$ cat config.mk
export PLATFORM = sky130hd
export DESIGN_NAME = shift_add_mult
export DESIGN_NICKNAME = d
export VERILOG_FILES = /design/src/rtl/mult_pkg.sv /design/src/rtl/mult_pp_digit.sv /design/src/rtl/shift_add_mult.sv
export SDC_FILE = /design/constraint.sdc
export NUM_CORES = 1
export LEC_CHECK = 0
export ABC_AREA = 1
export BUFFER_PORTS_ARGS = -buffer_cell sky130_fd_sc_hd__buf_2
export CORE_ASPECT_RATIO = 0.6
export CORE_MARGIN = 4
export CORE_UTILIZATION = 51
export DETAILED_ROUTE_END_ITERATION = 7
export PLACE_DENSITY = 0.67
export SLEW_MARGIN = 5
export SYNTH_ARGS = -nofsm -noshare
export SYNTH_HDL_FRONTEND = slang
export SYNTH_SLANG_ARGS = --single-unit
$ cat constraint.sdc
create_clock -name clock -period 6.6 [get_ports clock]
set_input_delay 1.32 -clock clock [delete_from_list [all_inputs] [get_ports clock]]
set_output_delay 1.32 -clock clock [all_outputs]
set_load 0.05 [all_outputs]
$ cat src/rtl/mult_pkg.sv
// Shared types and helpers for the iterative multiplier (and future divider).
package mult_pkg;

  typedef enum logic [1:0] {
    IDLE = 2'd0,
    CALC = 2'd1,
    SEND = 2'd2
  } mult_state_t;

  // Widest operand abs_mag handles; callers extend into this width and truncate back.
  localparam int unsigned MAG_W = 32;

  // Magnitude of a value that is already sign- or zero-extended to MAG_W bits.
  function automatic logic [MAG_W-1:0] abs_mag(input logic [MAG_W-1:0] value,
                                               input logic             is_signed);
    return (is_signed && value[MAG_W-1]) ? (~value + MAG_W'(1)) : value;
  endfunction

endpackage

$ cat src/rtl/mult_pp_digit.sv
// Partial product of one K-bit multiplier digit and a wide multiplicand.
module mult_pp_digit #(
  parameter int unsigned K = 1,
  parameter int unsigned W = 16
) (
  input  logic [K-1:0] digit,
  input  logic [W-1:0] mcand,
  output logic [W-1:0] pp
);

  always_comb begin
    pp = '0;
    for (int i = 0; i < int'(K); i++) begin
      if (digit[i]) pp = pp + (mcand << i);
    end
  end

endmodule

$ cat src/rtl/shift_add_mult.sv
// Iterative shift-and-add multiplier retiring BITS_PER_CYCLE multiplier bits per clock,
// with per-transaction signed/unsigned select and early exit on a zero remaining multiplier.
module shift_add_mult
  import mult_pkg::*;
#(
  parameter int unsigned NBITS          = 8,
  parameter int unsigned BITS_PER_CYCLE = 1
) (
  input  logic               clock,
  input  logic               reset,
  input  logic [NBITS-1:0]   A,
  input  logic [NBITS-1:0]   B,
  input  logic               iSigned,
  input  logic               iValid,
  output logic               iReady,
  output logic [2*NBITS-1:0] result,
  output logic               oValid,
  input  logic               oReady
);

  localparam int unsigned K  = BITS_PER_CYCLE;
  localparam int unsigned RW = 2 * NBITS;

  if (NBITS % BITS_PER_CYCLE != 0) begin : g_bad_k
    $error("shift_add_mult: NBITS must be a multiple of BITS_PER_CYCLE");
  end
  if (NBITS > MAG_W) begin : g_bad_n
    $error("shift_add_mult: NBITS exceeds abs_mag width");
  end

  mult_state_t      state;
  mult_state_t      next_state;
  logic [NBITS-1:0] mag_a;
  logic [RW-1:0]    mag_b;
  logic [RW-1:0]    acc;
  logic [RW-1:0]    pp;
  logic             neg;

  logic load;
  logic step;
  logic finish;
  logic done;
  logic bad_state;

  logic [MAG_W-1:0] ext_a;
  logic [MAG_W-1:0] ext_b;

  assign ext_a = iSigned ? MAG_W'($signed(A)) : MAG_W'(A);
  assign ext_b = iSigned ? MAG_W'($signed(B)) : MAG_W'(B);

  mult_pp_digit #(
    .K (K),
    .W (RW)
  ) u_pp (
    .digit (mag_a[K-1:0]),
    .mcand (mag_b),
    .pp    (pp)
  );

  always_ff @(posedge clock) begin
    if (reset) state <= IDLE;
    else       state <= next_state;
  end

  always_comb begin
    next_state = state;
    case (state)
      IDLE:    if (iValid)       next_state = CALC;
      CALC:    if (mag_a == '0)  next_state = SEND;
      SEND:    if (oReady)       next_state = IDLE;
      default:                   next_state = IDLE;
    endcase
  end

  // Control strobes for the datapath; iReady is combinational so it drops with reset.
  always_comb begin
    iReady    = 1'b0;
    load      = 1'b0;
    step      = 1'b0;
    finish    = 1'b0;
    done      = 1'b0;
    bad_state = 1'b0;
    case (state)
      IDLE: begin
        iReady = ~reset;
        load   = iValid & ~reset;
      end
      CALC: begin
        finish = (mag_a == '0);
        step   = (mag_a != '0);
      end
      SEND:    done      = oReady;
      default: bad_state = 1'b1;
    endcase
  end

  always_ff @(posedge clock) begin
    if (reset) begin
      mag_a  <= '0;
      mag_b  <= '0;
      acc    <= '0;
      neg    <= 1'b0;
      result <= '0;
      oValid <= 1'b0;
    end else begin
      if (load) begin
        mag_a <= NBITS'(abs_mag(ext_a, iSigned));
        mag_b <= RW'(NBITS'(abs_mag(ext_b, iSigned)));
        neg   <= iSigned & (A[NBITS-1] ^ B[NBITS-1]);
        acc   <= '0;
      end
      if (step) begin
        acc   <= acc + pp;
        mag_a <= mag_a >> K;
        mag_b <= mag_b << K;
      end
      if (finish) begin
        result <= neg ? (~acc + RW'(1)) : acc;
        oValid <= 1'b1;
      end
      if (done || bad_state) oValid <= 1'b0;
    end
  end

endmodule

==> flow_summary.yaml <==
synthesis:
  seq_area_frac_synth: 0.307
  yosys.area.top_type: "dfxtp_1"
  ys_types: 33
  syn_area_per_cell_um2: 6.21
  synth_fp_nets: 670
  syn-cell-area_mm2: 0.00392
  synth.area.top_cells: "dfxtp_1, nand2_1, inv_1"
  ys_ff_latch: 60
  netlist.area_leader.share: 0.307
  synthCells: 630
  yosysWarnings: 0
cts:
  postCtsSetupRepairBufs: 0
  cts_buffers: 9
  cts_resized: 0
  clk_pin_slew_ns: 0.05
  root_buffer: "clkbuf_16"
  cts_tree: "built"
  ctsHtreeMaxLevel: 3
  cts_buffer_depth: 2
  clk_latency_ns: 0.33
  cts.hold.buffers_added: 0
  cts_sinks: 60
hold_path:
  hold_path_depth: 2
  worst_hold_path.endpoint: "mag_b[15]"
  hp-class: "reg2reg"
  hp-start: "mag_b[15]"
sta:
  period_share: 0.558
  finalMaxSlewViolations: 0
  fmax_ghz: 0.272
  hold_viol: 0
  tns_ns: 0
  hold_ws_ns: 0.475
  max_slew.worst_pin.slew_ns: 0.852
  timing.slew.headroom: 0.432
  setup_viol: 0
  period_needed_ns: 3.68
  skew_ns: 0.00429
  rsz0062_at_grt: "no"
die:
  die_w_um: 121
  placementRows: 24
  dieArea_mm2: 0.00919
  design.core.area_mm2: 0.00736
  ios: 39
  die_y_um: 75.9
  start_util: 0.532
power_and_ir_drop:
  pwr-share-seq: 0.365
  leakage_nw: 2.33
  p_sw_frac: 0.305
  p_per_area_mw_per_mm2: 253
  p_comb_frac: 0.190
  max-vdd-ir-drop_mv: 0.206
  p_switching_w: 0.000344
  p_int_w: 0.000783
  clkPwrFrac: 0.445
global_routing:
  grt_first_pass_wirelength_um: 17200
  grt_pass1_vias: 3561
  grt_start_max_net_pins: 43
  groute.usage.overall: 0.240
  grt.overflow.total: 0
  antenna_found_initial: 0
critical_path:
  crit_path_max_fanout: 42
  rrSetupSlack_ns: 3.93
  r2r_end: "acc[8]"
  end_kind: "primary output"
  r2r_cells: 12
  crit_path_start_kind: "primary input"
  arrival_ns: 2.36
  regToRegStartpoint: "mag_a[0]"
  worstSetupPathType: "in2out"
  worstPathRequired_ns: 5.28
place:
  dp.final_hpwl_um: 7430
  portBuffers: 38
  gp_congestion: 0.948
  post_dp_cell_area_mm2: 0.00413
flow_run:
  maxCapViolCount: 0
detailed_routing:
  via_count: 3925
  drtPass1Iterations: 5
  viasPerCell: 5.10
  detail_route.wl_per_cell_um: 13.1
  post-route-drc-count: 0
  routed_wl_um: 10000
  ant_nets: 0
  first_iter_violations: 359
finish:
  synthToLayoutAreaGrowth_pct: 13.6
  final_area_mm2: 0.00445
  antenna_cells: 0
  layout-drive-gt1-share: 0.0977
  final_nets: 700
outcome:
  status: "finished clean"
==> layer usage <==
layer / track usage / vias up / wire [µm] / part of all wire
met5: 0 / - / 0 / 0
met1: 0.358 / 1756 / 5500 / 0.55
li1: - / 2046 / - / -
met3: 0.0668 / 10 / 780 / 0.078
met4: 0.0540 / 0 / 84 / 0.0084
met2: 0.340 / 113 / 3680 / 0.37
==> critical path, stage by stage <==
cell,delay (ns)
buf_2,0.64
nor2_1,0.14
buf_2,0.25
==> area by class of cell <==
type / count / area (µm²)
fill: 735 / 2910
sequential: 60 / 1200
timing repair buffer: 39 / 198
multi-input combinational: 456 / 2250
clock buffer: 12 / 246
tap: 104 / 130
clock inverter: 4 / 72.6
inverter: 94 / 353
==> cell usage after synthesis (all sizes together) <==
cell type  number
a211oi          1
a21o            1
a21oi          56
a31oi           9
and2            1
buf            11
clkbuf          9
dfxtp          60
fa              1
ha             18
inv            94
nand2         204
nand3          39
nand3b          2
nand4           3
nor2           54
nor3            3
nor4            1
o21ai          37
o22ai           1
o31ai           1
or2             5
xnor2           4
xor2           15
==> sequential cells by signal, indices dropped and copies added, names as in the netlist <==
signal / cells
acc: 16
mag_b: 16
result: 16
mag_a: 8
state: 2
neg: 1
oValid: 1
==> cell usage in the layout, fill, tap and decap left out, types with 3 or more instances in the layout <==
cell type  instances
or2_2              5
inv_1             92
xor2_1            15
nor3_1             3
o21ai_0           36
ha_1              18
buf_2             38
xnor2_1            4
nand4_1            3
nor2_1            52
dfxtp_1           60
a21oi_1           55
clkbuf_16          9
nand2_1          203
nand3_1           39
a31oi_1            9
==> worst max path at each step <==
stage | start | endpoint | slack (ns) | depth (start not counted)
after floorplan | reset | iReady | 3.14 | 2
after global placement | reset | iReady | 2.91 | 3
after detailed placement | reset | iReady | 2.92 | 3
after CTS | reset | iReady | 2.93 | 3
after global routing | reset | iReady | 2.81 | 3
final | reset | iReady | 2.92 | 3
==> power by group through the flow <==
stage | logic [W] | registers (W) | clock network [W]
global route | 0.000237 | 0.000415 | 0.000528
detailed placement | 0.000214 | 0.000417 | 0
global placement | 0.000211 | 0.000417 | 0
finish | 0.000214 | 0.000411 | 0.000502
floorplan | 0.000120 | 0.000468 | 0
CTS | 0.000215 | 0.000411 | 0.000512
==> cells by family after synthesis <==
kind of cell | Yosys count | share of synthesized area
simple gates | 312 | 0.324
fa+ha+maj | 19 | 0.0626
flops | 60 | 0.307
compound gates | 106 | 0.144
buf+inv | 114 | 0.120
xor+xnor | 19 | 0.0425
==> through the flow <==
step,total power (W),utilization,std cells,worst slack [ns]
final,0.00113,0.604,769,2.92
after global routing,0.00118,0.604,769,2.81
after CTS,0.00114,0.604,769,2.93
after detailed placement,0.000632,0.561,753,2.92
after global placement,0.000628,0.561,753,2.91
after floorplan,0.000589,-,630,3.14
(Power assumes the default switching activity.)
